--- config.mk ---
export PLATFORM = sky130hd
export DESIGN_NAME = reg_scoreboard
export DESIGN_NICKNAME = d
export VERILOG_FILES = /design/src/rtl/reg_scoreboard.sv
export SDC_FILE = /design/constraint.sdc
export NUM_CORES = 1
export LEC_CHECK = 0
export BUFFER_PORTS_ARGS = -buffer_cell sky130_fd_sc_hd__buf_2
export CAP_MARGIN = 20
export CORE_MARGIN = 4
export CORE_UTILIZATION = 35
export CTS_CLUSTER_SIZE = 24
export DETAILED_ROUTE_END_ITERATION = 10
export GPL_TIMING_DRIVEN = 1
export SYNTH_ARGS = -nofsm -noshare
export SYNTH_HDL_FRONTEND = slang
export SYNTH_SLANG_ARGS = --single-unit
export TNS_END_PERCENT = 5
--- constraint.sdc ---
create_clock -name clk_i -period 4.8 [get_ports clk_i]
set_input_delay 0.48 -clock clk_i [delete_from_list [all_inputs] [get_ports clk_i]]
set_output_delay 0.48 -clock clk_i [all_outputs]
set_load 0.1 [all_outputs]
--- src/rtl/reg_scoreboard.sv ---
// reg_scoreboard: per-register outstanding-write tracker for ID-stage RAW stalls.
// Define SB_WB_BYPASS_EN to treat a same-cycle WB retire as already resolved for stalls.
module reg_scoreboard #(
    parameter int CNT_W = 2,
    parameter int TOT_W = 4
) (
    input  logic             clk_i,
    input  logic             rst_i,
    input  logic             flush_i,
    input  logic             issue_valid_i,
    input  logic             issue_regwrite_i,
    input  logic [4:0]       issue_rd_i,
    output logic             issue_ready_o,
    input  logic             wb_valid_i,
    input  logic [4:0]       wb_rd_i,
    input  logic [4:0]       rs1_i,
    input  logic [4:0]       rs2_i,
    input  logic             rs1_used_i,
    input  logic             rs2_used_i,
    output logic             stall_o,
    output logic [TOT_W-1:0] pending_cnt_o,
    output logic             err_o
);
    localparam logic [CNT_W-1:0] CNT_MAX = '1;
    localparam logic [TOT_W-1:0] TOT_MAX = '1;
    logic [CNT_W-1:0] cnt [1:31];
    logic [CNT_W-1:0] cntView [32];
    logic [TOT_W-1:0] tot;
    logic err, rs1Pend, rs2Pend, accept, retire, underflow;
    // x0 has no storage; its view entry is a constant zero
    always_comb begin
        cntView[0] = '0;
        for (int i = 1; i < 32; i++) cntView[i] = cnt[i];
    end
`ifdef SB_WB_BYPASS_EN
    assign rs1Pend = rs1_i != 5'd0 && cntView[rs1_i] != '0 &&
                     !(wb_valid_i && wb_rd_i == rs1_i && cntView[rs1_i] == CNT_W'(1));
    assign rs2Pend = rs2_i != 5'd0 && cntView[rs2_i] != '0 &&
                     !(wb_valid_i && wb_rd_i == rs2_i && cntView[rs2_i] == CNT_W'(1));
`else
    assign rs1Pend = rs1_i != 5'd0 && cntView[rs1_i] != '0;
    assign rs2Pend = rs2_i != 5'd0 && cntView[rs2_i] != '0;
`endif
    assign stall_o       = (rs1_used_i && rs1Pend) || (rs2_used_i && rs2Pend);
    assign issue_ready_o = !stall_o && tot != TOT_MAX &&
                           !(issue_regwrite_i && issue_rd_i != 5'd0 && cntView[issue_rd_i] == CNT_MAX);
    assign accept        = issue_valid_i && issue_ready_o && issue_regwrite_i && issue_rd_i != 5'd0;
    assign retire        = wb_valid_i && wb_rd_i != 5'd0 && cntView[wb_rd_i] != '0;
    assign underflow     = wb_valid_i && wb_rd_i != 5'd0 && cntView[wb_rd_i] == '0;
    assign pending_cnt_o = tot;
    assign err_o         = err;
    always_ff @(posedge clk_i or negedge rst_i) begin
        if (!rst_i) begin
            for (int i = 1; i < 32; i++) cnt[i] <= '0;
            tot <= '0;
            err <= 1'b0;
        end else begin
            err <= err | underflow;
            if (flush_i) begin
                for (int i = 1; i < 32; i++) cnt[i] <= '0;
                tot <= '0;
            end else begin
                for (int i = 1; i < 32; i++)
                    cnt[i] <= cnt[i] + CNT_W'(accept && issue_rd_i == 5'(i))
                                     - CNT_W'(retire && wb_rd_i == 5'(i));
                tot <= tot + TOT_W'(accept) - TOT_W'(retire);
            end
        end
    end
endmodule

==> impl_summary.log, run 1 <==
[metrics] instance count of the mapped netlist: 655
[metrics] Post-route DRC: 0
[metrics] Tcrit/Tclk final: 81.9%
[metrics] Setup Total Neg Slack: 0 ns
[metrics] DPL Wire Length: 13,800 um
[metrics] post-route setup slack: 0.870 ns
[metrics] I/O Pins: 35
[metrics] status: completed
[metrics] average vias per placed instance: 5.80
[metrics] worst supply voltage drop on vdd: 0.166 mV
[metrics] placeable core region: 0.0168 mm^2
[metrics] DIE AREA: 0.0194 mm^2
[metrics] antenna violations before repair: 0
[metrics] startpoint of the worst setup timing path: cnt[16]
[metrics] CTS root buffer: sky130_fd_sc_hd__clkbuf_16
[metrics] CP Launch Type: flip-flop
[metrics] Yosys warnings: 0
[metrics] number of buffers inserted to repair setup after CTS: 0
[metrics] Finished Layout Cells: 888
[metrics] Post-Route Hold Slack: 0.219 ns
[metrics] setup repair after global routing missed its margin: no
[metrics] final period demand of the worst path: 3.93 ns
[metrics] Clock Pin Slew Worst Setup and Hold Paths: 0.06 ns
[metrics] max_cap viols: 0
[metrics] dominant cell type by area after synthesis: sky130_fd_sc_hd__dfrtp_1
[metrics] post-synthesis sequential area ratio: 27.7%
[metrics] average routed wire per standard cell: 20.3 um
[metrics] clock sinks: 67
[metrics] all-layer global routing usage: 19.2%
[metrics] Crit. End Element: output port
[metrics] Final Net Count: 759
[metrics] most used standard cells in the synthesized netlist: sky130_fd_sc_hd__nor2_1, sky130_fd_sc_hd__dfrtp_1, sky130_fd_sc_hd__ha_1
[metrics] number of cells in the design after placement: 872
[metrics] number of storage elements in the synthesis netlist: 67
[metrics] number of buffers created by CTS: 9
[metrics] global-route wire length before repair: 29,400 um
[metrics] worst-case headroom to the max-slew limit: 31.5%
[metrics] startpoint of the lowest-slack register-to-register path: cnt[16]
[metrics] n_diodes: 0
[metrics] Setup Crit Path Kind: flip-flop to output port
[metrics] Max H-tree Level: 3
[metrics] pin count of the biggest net entering global routing: 67
[metrics] initial core utilization: 36.1%
[metrics] hold crit path type: primary input to async pin
[metrics] share of synthesized flip-flops with an asynchronous set or reset: 100%
[metrics] final worst clock skew: 0.00715 ns
[metrics] Gates resized, CTS repair: 0
[metrics] Slew @ Worst Pin: 1.02 ns
[metrics] Pleak: 0.00325 uW
[metrics] synthesized netlist net count: 751
[metrics] CTS tree: done
[metrics] Highest Clock Rate: 0.254 GHz
[metrics] netlist area before placement: 0.00604 mm^2
[metrics] area share of the largest cell type after synthesis: 27.7%
[metrics] Final Hold Fails: 0
[metrics] via count of the first global-routing pass: 5,172
[metrics] count of flip-flops with a built-in enable after synthesis: 0
[metrics] later-pin clock latency in the skew report: 0.35 ns
[metrics] flip-flop cell with the highest count after synthesis: sky130_fd_sc_hd__dfrtp_1
[metrics] power density over the cells: 250 mW/mm^2
[metrics] initial DRC count: 520
[metrics] Die Y: 139 um
[metrics] biggest area contributors in the synthesized netlist: sky130_fd_sc_hd__dfrtp_1, sky130_fd_sc_hd__ha_1, sky130_fd_sc_hd__mux4_2, sky130_fd_sc_hd__nor2_1, sky130_fd_sc_hd__xnor2_1
[metrics] vias: 5,149
[metrics] dominant cell by count in the synthesized netlist: sky130_fd_sc_hd__nor2_1
[metrics] fraction of final layout cells sized beyond drive strength 1: 13.8%
[metrics] Mapped Avg Cell Area: 9.23 um^2
[metrics] Port Buffer Count: 34
[metrics] number of fillers in the final layout: 1,686
[metrics] # rows: 47
[metrics] routed wire length: 18,100 um
[metrics] total of endpoints with negative setup slack in the final report: 0
[metrics] peak fanout along the critical path: 15
[metrics] post-synthesis cell type count: 67
[metrics] die outline width: 139 um
[metrics] global placer's final weighted congestion: 0.961
[metrics] Pre-Repair DR Iteration Count: 5
[metrics] deepest clock path buffer count: 2
[metrics] layout overhead on the synthesized area: 9.46%
[metrics] Max Slew Vio Count: 0
[metrics] count of nets left with antenna violations after detail routing: 0
[metrics] Worst Setup Slack post-DPL: 0.799 ns
[metrics] arrival time of data at the critical path endpoint: 3.45 ns
[metrics] Overflow after GRT: 0
[metrics] number of hold buffers added after cts: 0
[metrics] critical path data required time: 4.32 ns
[per-stage QoR]
stage	power, uW	cell area (um^2)	util (%)
floorplan	877	6040	-
global placement	954	6300	37.6
detailed placement	961	6300	37.6
CTS	1670	6620	39.5
global route	1740	6620	39.5
finish	1660	6620	39.5
[layout make-up]
type	instances	area (um^2)	share of cell area, %
Inverter	47	176	2.67
Tap cell	220	275	4.16
Sequential cell	67	1680	25.3
Timing Repair Buffer	43	238	3.59
Clock inverter	5	77.6	1.17
Multi-Input combinational cell	495	3940	59.5
Clock buffer	11	233	3.52
[metal layers]
metal,vias up,share of wire [%],wire [um],global-route usage (%)
li1,2380,-,-,-
met1,2494,44,8020,26.7
met2,230,43,7780,27.5
met3,45,9.5,1720,6.35
met4,0,3.0,544,7.67
met5,-,0,0,0
[report_power, final]
part           internal, uW  switching (uW)
logic                   101             257
registers               580            15.4
clock network           453             251
total                  1130             523
[sequential cells by signal, summed over array words and instances, names as in the netlist]
signal	cells
err_o	1
pending_cnt_o	4
cnt	62
[path summary, 6_finish.rpt]
kind,to,slack (ns),cells past startpoint
setup / recovery,issue_ready_o,0.87,8
hold / removal,cnt[29],0.22,1
setup reg to reg,cnt[45],1.04,13
hold reg to reg,err_o,0.48,1
max in group asynchronous,cnt[40],3.62,2
min in group clk_i,err_o,0.48,1
[cell usage in the layout, fill, tap and decap left out, drive strengths merged, types with 5 or more instances in the layout]
cell / instances
nor2: 81
inv: 47
xor2: 30
nand4: 33
nor4: 17
mux4: 18
a2111oi: 14
nor3b: 11
dfrtp: 67
mux2: 5
nor2b: 35
or4: 11
xnor2: 34
nand2: 13
nor3: 30
or2: 8
a21oi: 10
ha: 67
nand2b: 7
nand3: 5
o21ai: 7
buf: 43
clkbuf: 11
[worst max-delay path, cell delays in order (launching register included)]
cell                        delay (ns)
sky130_fd_sc_hd__dfrtp_1          0.42
sky130_fd_sc_hd__or2_1            0.32
sky130_fd_sc_hd__mux4_2           0.50
sky130_fd_sc_hd__a2111oi_2        0.36
sky130_fd_sc_hd__a41oi_1          0.12
sky130_fd_sc_hd__a32oi_4          0.52
sky130_fd_sc_hd__buf_4            0.28
sky130_fd_sc_hd__and2_1           0.16
sky130_fd_sc_hd__buf_2            0.42
[cell families after synthesis]
kind of cell    count (synthesis)  share of synthesized area, %
simple gates                  262                          23.3
buf+inv                        93                          7.16
fa+ha+maj                      68                          14.2
mux                            27                          8.36
flops                          67                          27.7
compound gates                 74                          9.98
xor+xnor                       64                          9.28
Power figures use the tool's default switching activity.
==> inputs of run 2 (changes only) <==
clock period = 3.8 ns   (was 4.8 ns; I/O delays follow)
==> run 2 against run 1 <==
- clock power is 9.1% higher
- final cell count increased by 2.6%
- sequential share of layout area shrank 0.55 points
- register-to-register slack lost 0.87 ns
- flip-flop and latch count unchanged
- critical path type is now flip-flop to flip-flop
- critical endpoint is now pending_cnt_o[2]
==> impl_summary.log, run 2 (synthesis results as in run 1) <==
[metrics] via count of the first global-routing pass: 5,180 (+0.15%)
[metrics] Tcrit/Tclk final: 95.6%
[metrics] Finished Layout Cells: 911 (+2.6%)
[metrics] Setup Crit Path Kind: flip-flop to flip-flop
[metrics] Crit Reg-Reg Endpoint: pending_cnt_o[2]
[metrics] total of endpoints with negative setup slack in the final report: 0 (unchanged)
[metrics] Final Net Count: 782 (+3.0%)
[metrics] startpoint of the worst setup timing path: cnt[32]
[metrics] initial DRC count: 632 (+22%)
[metrics] placeable core region: 0.0168 mm^2 (unchanged)
[metrics] Max H-tree Level: 3 (unchanged)
[metrics] FF-to-FF path depth: 12 (-1)
[metrics] Register-to-Register Setup Slack: 0.17 ns (-0.87 ns)
[metrics] deepest clock path buffer count: 2 (unchanged)
[metrics] register ranked first by flip-flop count: cnt
[metrics] n_diodes: 0 (unchanged)
[metrics] antenna violations before repair: 0 (unchanged)
[metrics] routed wire length: 18,800 um (+4.0%)
[metrics] all-layer global routing usage: 19.4% (+0.17 points)
[metrics] global-route wire length before repair: 29,700 um (+1.2%)
[metrics] number of buffers created by CTS: 9 (unchanged)
[metrics] number of cells in the design after placement: 895 (+2.6%)
[metrics] # rows: 47 (unchanged)
[metrics] Slew @ Worst Pin: 1.11 ns (+0.0851 ns)
[metrics] Crit. End Element: flip-flop
[metrics] pin count of the biggest net entering global routing: 57 (-15%)
[metrics] initial core utilization: 36.1% (unchanged)
[metrics] die outline width: 139 um (unchanged)
[metrics] status: completed
[metrics] global placer's final weighted congestion: 0.942 (-2.0%)
[metrics] worst-case headroom to the max-slew limit: 26.3% (-5.1 points)
[metrics] clock sinks: 67 (unchanged)
[metrics] Max Slew Vio Count: 0 (unchanged)
[metrics] number of flip-flops under the largest register name: 62 (unchanged)
[metrics] startpoint of the lowest-slack register-to-register path: cnt[32]
[metrics] number of fillers in the final layout: 1,703 (+1.0%)
[metrics] arrival time of data at the critical path endpoint: 3.80 ns (+0.35 ns)
[metrics] I/O Pins: 35 (unchanged)
[metrics] Pleak: 0.00335 uW (+2.8%)
[metrics] DIE AREA: 0.0194 mm^2 (unchanged)
[metrics] hold crit path type: primary input to async pin
[metrics] average routed wire per standard cell: 20.6 um (+1.4%)
[metrics] number of buffers inserted to repair setup after CTS: 0 (unchanged)
[metrics] max_cap viols: 0 (unchanged)
[metrics] Highest Clock Rate: 0.275 GHz
[metrics] Post-route DRC: 0 (unchanged)
[metrics] final period demand of the worst path: 3.63 ns
[metrics] Overflow after GRT: 0 (unchanged)
[metrics] Clock Pin Slew Worst Setup and Hold Paths: 0.06 ns (about the same)
[metrics] CP Launch Type: flip-flop
[metrics] peak fanout along the critical path: 4 (-11)
[metrics] CTS tree: done
[metrics] layout overhead on the synthesized area: 11.9%
[metrics] Pre-Repair DR Iteration Count: 5 (unchanged)
[metrics] CTS root buffer: sky130_fd_sc_hd__clkbuf_16
[metrics] critical path data required time: 3.97 ns (-0.35 ns)
[metrics] count of nets left with antenna violations after detail routing: 0 (unchanged)
[metrics] fraction of final layout cells sized beyond drive strength 1: 16.9% (+3.2 points)
[metrics] Port Buffer Count: 34 (unchanged)
[metrics] DPL Wire Length: 14,400 um (+4.4%)
[metrics] average vias per placed instance: 5.80 (about the same)
[metrics] highest-count cells in the layout ignoring fill and taps: sky130_fd_sc_hd__nor2_1, sky130_fd_sc_hd__ha_1, sky130_fd_sc_hd__dfrtp_1
[metrics] vias: 5,282 (+2.6%)
[metrics] Setup Total Neg Slack: 0 ns (unchanged)
[metrics] worst supply voltage drop on vdd: 0.211 mV (+27%)
[metrics] power density over the cells: 296 mW/mm^2 (+18%)
[metrics] later-pin clock latency in the skew report: 0.34 ns (about the same)
[metrics] Die Y: 139 um (unchanged)
[metrics] most common cell after layout, fill and taps aside: sky130_fd_sc_hd__nor2_1
[metrics] setup repair after global routing missed its margin: no
[metrics] final worst clock skew: 0.00736 ns (+0.000214 ns)
[metrics] Final Hold Fails: 0 (unchanged)
[run 2: cell types whose count changed in the layout (fill, tap and decap cells not counted), sizes merged]
cell	change
clkinvlp	+3
buf	+23
clkbuf	-2
bufinv	-2
clkinv	+1
[run 2: cell type report]
class / instances / area [um^2] / share of cell area, %
clock buffer: 9 / 225 / 3.33
clock inverter: 7 / 45.0 / 0.666
inverter: 47 / 176 / 2.61
multi-input combinational: 495 / 3940 / 58.2
sequential: 67 / 1680 / 24.8
tap: 220 / 275 / 4.07
timing repair buffer: 66 / 425 / 6.29
[run 2: repair_timing]
item	in CTS	in global routing
endpoints found under the setup margin	0	1
resized for setup	0	0
hold buffers	0	0
[run 2: report_power, final]
part | total [uW] | switching (uW) | internal (uW) | leakage [uW]
clock | 768 | 330 | 437 | 0.000123
sequential | 750 | 18.0 | 732 | 0.000926
combinational | 487 | 342 | 146 | 0.00230
[run 2: worst max path at each step]
stage                                  end  slack (ns)  depth (start not counted)
after floorplan           pending_cnt_o[2]        0.48                         15
after global placement             cnt[15]        0.16                         14
after detailed placement           cnt[13]        0.09                         14
after CTS                 pending_cnt_o[2]        0.19                         12
after global routing      pending_cnt_o[2]        0.02                         12
final                     pending_cnt_o[2]        0.17                         12
[run 2: per-layer routing]
layer | part of all wire (%) | GRT usage, %
met4 | 2.5 | 5.92
met5 | 0 | 0
met1 | 44 | 28.0
met3 | 8.4 | 3.50
met2 | 45 | 29.5
[run 2: stage by stage]
stage	worst slack [ns]	power, uW	cell area, um^2	util [%]	hold WS, ns
final	0.168	2010	6760	40.4	0.134
after CTS	0.191	2020	6760	40.4	0.157
after global routing	0.0184	2100	6760	40.4	0.209
after global placement	0.155	1240	6490	38.7	0.439
after detailed placement	0.0875	1250	6490	38.7	0.444
after floorplan	0.476	1110	6040	-	0.0844
[run 2: critical path: stages, from the launching register on]
cell and delay, ns:
sky130_fd_sc_hd__dfrtp_1 0.42, sky130_fd_sc_hd__nor2_1 0.35, sky130_fd_sc_hd__a21oi_1 0.12, sky130_fd_sc_hd__mux4_2 0.49
sky130_fd_sc_hd__a221o_1 0.39, sky130_fd_sc_hd__a32oi_4 0.39, sky130_fd_sc_hd__nand3_1 0.14, sky130_fd_sc_hd__ha_1 0.30
sky130_fd_sc_hd__inv_1 0.04, sky130_fd_sc_hd__ha_1 0.19, sky130_fd_sc_hd__fa_1 0.39, sky130_fd_sc_hd__xnor2_1 0.17
sky130_fd_sc_hd__nor2_1 0.06
==> inputs of run 3 (changes only) <==
==> constraint.sdc (replaced) <==
create_clock -name clk_i -period 3.8 [get_ports clk_i]
set_input_delay 0.19 -clock clk_i [delete_from_list [all_inputs] [get_ports clk_i]]
set_output_delay 0.19 -clock clk_i [all_outputs]
set_load 0.1 [all_outputs]
==> run 3 against run 2 <==
- power increased by 1.9%
- worst hold slack better by 0.26 ns
- cell area up 0.20%
- final cell count down 0.11%
- core utilization up 0.082 points
- highest routed layer unchanged
- clock power grew 4.7%
- clock skew about the same
- maximum frequency is 0.42% higher
- count of clock-buffer cells in the layout rose by 3
==> impl_summary.log, run 3 (synthesis results as in run 1) <==
[metrics] DPL Wire Length: 14,100 um (-1.7%)
[metrics] via count of the first global-routing pass: 5,413 (+4.5%)
[metrics] Setup Total Neg Slack: 0 ns (unchanged)
[metrics] Final Hold Fails: 0 (unchanged)
[metrics] register ranked first by flip-flop count: cnt
[metrics] deepest clock path buffer count: 2 (unchanged)
[metrics] Design Power: 2040 uW (+1.9%)
[metrics] initial core utilization: 36.1% (unchanged)
[metrics] Overflow after GRT: 0 (unchanged)
[metrics] Crit. End Element: flip-flop
[metrics] number of flip-flops under the largest register name: 62 (unchanged)
[metrics] arrival time of data at the critical path endpoint: 3.82 ns (+0.02 ns)
[metrics] FF-to-FF path depth: 12 (unchanged)
[metrics] average routed wire per standard cell: 21.0 um (+2.0%)
[metrics] post-route cell area: 0.00678 mm^2 (+0.20%)
[metrics] Crit Reg-Reg Endpoint: pending_cnt_o[2]
[metrics] CTS tree: done
[metrics] die outline width: 139 um (unchanged)
[metrics] Register-to-Register Setup Slack: 0.18 ns (+0.02 ns)
[metrics] layout overhead on the synthesized area: 12.1%
[metrics] CP Launch Type: flip-flop
[metrics] final worst clock skew: 0.00740 ns (+0.0000361 ns)
[metrics] Final Net Count: 781 (-0.13%)
[metrics] all-layer global routing usage: 20.0% (+0.58 points)
[metrics] Port Buffer Count: 34 (unchanged)
[metrics] Tcrit/Tclk final: 95.2% (-0.40 points)
[metrics] antenna violations before repair: 0 (unchanged)
[metrics] hold crit path type: primary input to async pin
[metrics] pin count of the biggest net entering global routing: 67 (+18%)
[metrics] Switching Power: 692 uW (+0.33%)
[metrics] count of nets left with antenna violations after detail routing: 0 (unchanged)
[metrics] Clock Pin Slew Worst Setup and Hold Paths: 0.06 ns (about the same)
[metrics] later-pin clock latency in the skew report: 0.35 ns (about the same)
[metrics] switching fraction of total power: 33.9% (-0.54 points)
[metrics] Slew @ Worst Pin: 0.751 ns (-0.354 ns)
[metrics] average vias per placed instance: 5.95 (+2.6%)
[metrics] setup repair after global routing missed its margin: no
[metrics] final period demand of the worst path: 3.62 ns (-0.0151 ns)
[metrics] n_diodes: 0 (unchanged)
[metrics] max_cap viols: 0 (unchanged)
[metrics] DIE AREA: 0.0194 mm^2 (unchanged)
[metrics] vias: 5,416 (+2.5%)
[metrics] peak fanout along the critical path: 6 (+2)
[metrics] number of buffers created by CTS: 9 (unchanged)
[metrics] CTS root buffer: sky130_fd_sc_hd__clkbuf_16
[metrics] global placer's final weighted congestion: 0.994 (+5.6%)
[metrics] highest-count cells in the layout ignoring fill and taps: sky130_fd_sc_hd__nor2_1, sky130_fd_sc_hd__ha_1, sky130_fd_sc_hd__dfrtp_1
[metrics] global-route wire length before repair: 30,500 um (+2.6%)
[metrics] Highest Clock Rate: 0.276 GHz (+0.42%)
[metrics] sequential group share of total power: 36.6% (-0.8 points)
[metrics] startpoint of the lowest-slack register-to-register path: cnt[35]
[metrics] most common cell after layout, fill and taps aside: sky130_fd_sc_hd__nor2_1
[metrics] Post-Route Hold Slack: 0.398 ns (+0.263 ns)
[metrics] # rows: 47 (unchanged)
[metrics] worst supply voltage drop on vdd: 0.217 mV (+3.0%)
[metrics] critical path data required time: 4.00 ns (+0.03 ns)
[metrics] fraction of final layout cells sized beyond drive strength 1: 16.7% (-0.27 points)
[metrics] status: completed
[metrics] Pre-Repair DR Iteration Count: 7 (+2)
[metrics] Setup Crit Path Kind: flip-flop to flip-flop
[metrics] Pleak: 0.00336 uW (+0.35%)
[metrics] initial DRC count: 524 (-17%)
[metrics] Max H-tree Level: 3 (unchanged)
[metrics] placeable core region: 0.0168 mm^2 (unchanged)
[metrics] total of endpoints with negative setup slack in the final report: 0 (unchanged)
[metrics] Post-Place Cell Area: 0.00645 mm^2 (-0.58%)
[metrics] clock power share: 39.3% (+1.0 points)
[metrics] I/O Pins: 35 (unchanged)
[metrics] worst-case headroom to the max-slew limit: 49.7% (+23 points)
[metrics] Gate power share: 24.0% (-0.3 points)
[metrics] clock sinks: 67 (unchanged)
[metrics] Die Y: 139 um (unchanged)
[metrics] routed wire length: 19,100 um (+1.9%)
[metrics] power density over the cells: 302 mW/mm^2 (+1.7%)
[metrics] Max Slew Vio Count: 0 (unchanged)
[metrics] internal power contribution: 1350 uW (+2.8%)
[metrics] Post-route DRC: 0 (unchanged)
-- run 3: worst max-delay path by stage --
stage                       start               end
after global routing      cnt[16]  pending_cnt_o[3]
after global placement    cnt[33]  pending_cnt_o[2]
after CTS                 cnt[33]  pending_cnt_o[2]
final                     cnt[35]  pending_cnt_o[2]
after floorplan           cnt[24]  pending_cnt_o[2]
after detailed placement  cnt[33]  pending_cnt_o[2]
-- run 3: layer usage --
metal  part of all wire [%]  global-route usage (%)  vias up
met5                      0                       0        -
met4                    2.9                    8.39        0
met3                    9.2                    5.97       52
met2                     45                    29.9      265
met1                     43                    26.8     2671
li1                       -                       -     2428
-- run 3: critical path, cell delays in order, from the launching register on --
cell and delay (ns):
sky130_fd_sc_hd__dfrtp_1 0.46, sky130_fd_sc_hd__nor2_1 0.26, sky130_fd_sc_hd__a21oi_1 0.11, sky130_fd_sc_hd__mux4_2 0.50, sky130_fd_sc_hd__a221o_1 0.40, sky130_fd_sc_hd__a32oi_4 0.38, sky130_fd_sc_hd__nand3_1 0.19, sky130_fd_sc_hd__ha_1 0.31
sky130_fd_sc_hd__inv_1 0.04, sky130_fd_sc_hd__ha_1 0.20, sky130_fd_sc_hd__fa_1 0.39, sky130_fd_sc_hd__xnor2_1 0.16, sky130_fd_sc_hd__nor2_1 0.06
-- run 3: power by group through the flow --
stage	Clock, uW	Combinational, uW	Sequential [uW]
detailed placement	0	479	761
CTS	825	482	748
global placement	0	472	761
floorplan	0	262	846
finish	804	491	749
global route	858	530	751
-- run 3: cell type report --
| cell class | instances | area, um^2 |
|---|---|---|
| Multi-Input combinational cell | 495 | 3940 |
| Timing Repair Buffer | 65 | 424 |
| Sequential cell | 67 | 1680 |
| Inverter | 47 | 176 |
| Clock buffer | 12 | 256 |
| Fill cell | 1685 | 9980 |
| Clock inverter | 4 | 25.0 |
| Tap cell | 220 | 275 |
-- run 3: through the flow --
| step | std cells | setup slack [ns] | util, % |
|---|---|---|---|
| 2_1_floorplan | 655 | 0.496 | - |
| 3_3_place_gp | 890 | 0.165 | 38.5 |
| 3_5_place_dp | 890 | 0.153 | 38.5 |
| 4_1_cts | 907 | 0.143 | 40.3 |
| 5_1_grt | 910 | 0.0388 | 40.4 |
| 6_report | 910 | 0.183 | 40.4 |
-- run 3: repair_timing --
action                     4_1_cts  5_1_grt
hold buffers                     1        0
buffers inserted                 0        3
setup endpoints to repair        0       22
hold endpoints to repair        24        0
gates resized for setup          0        3
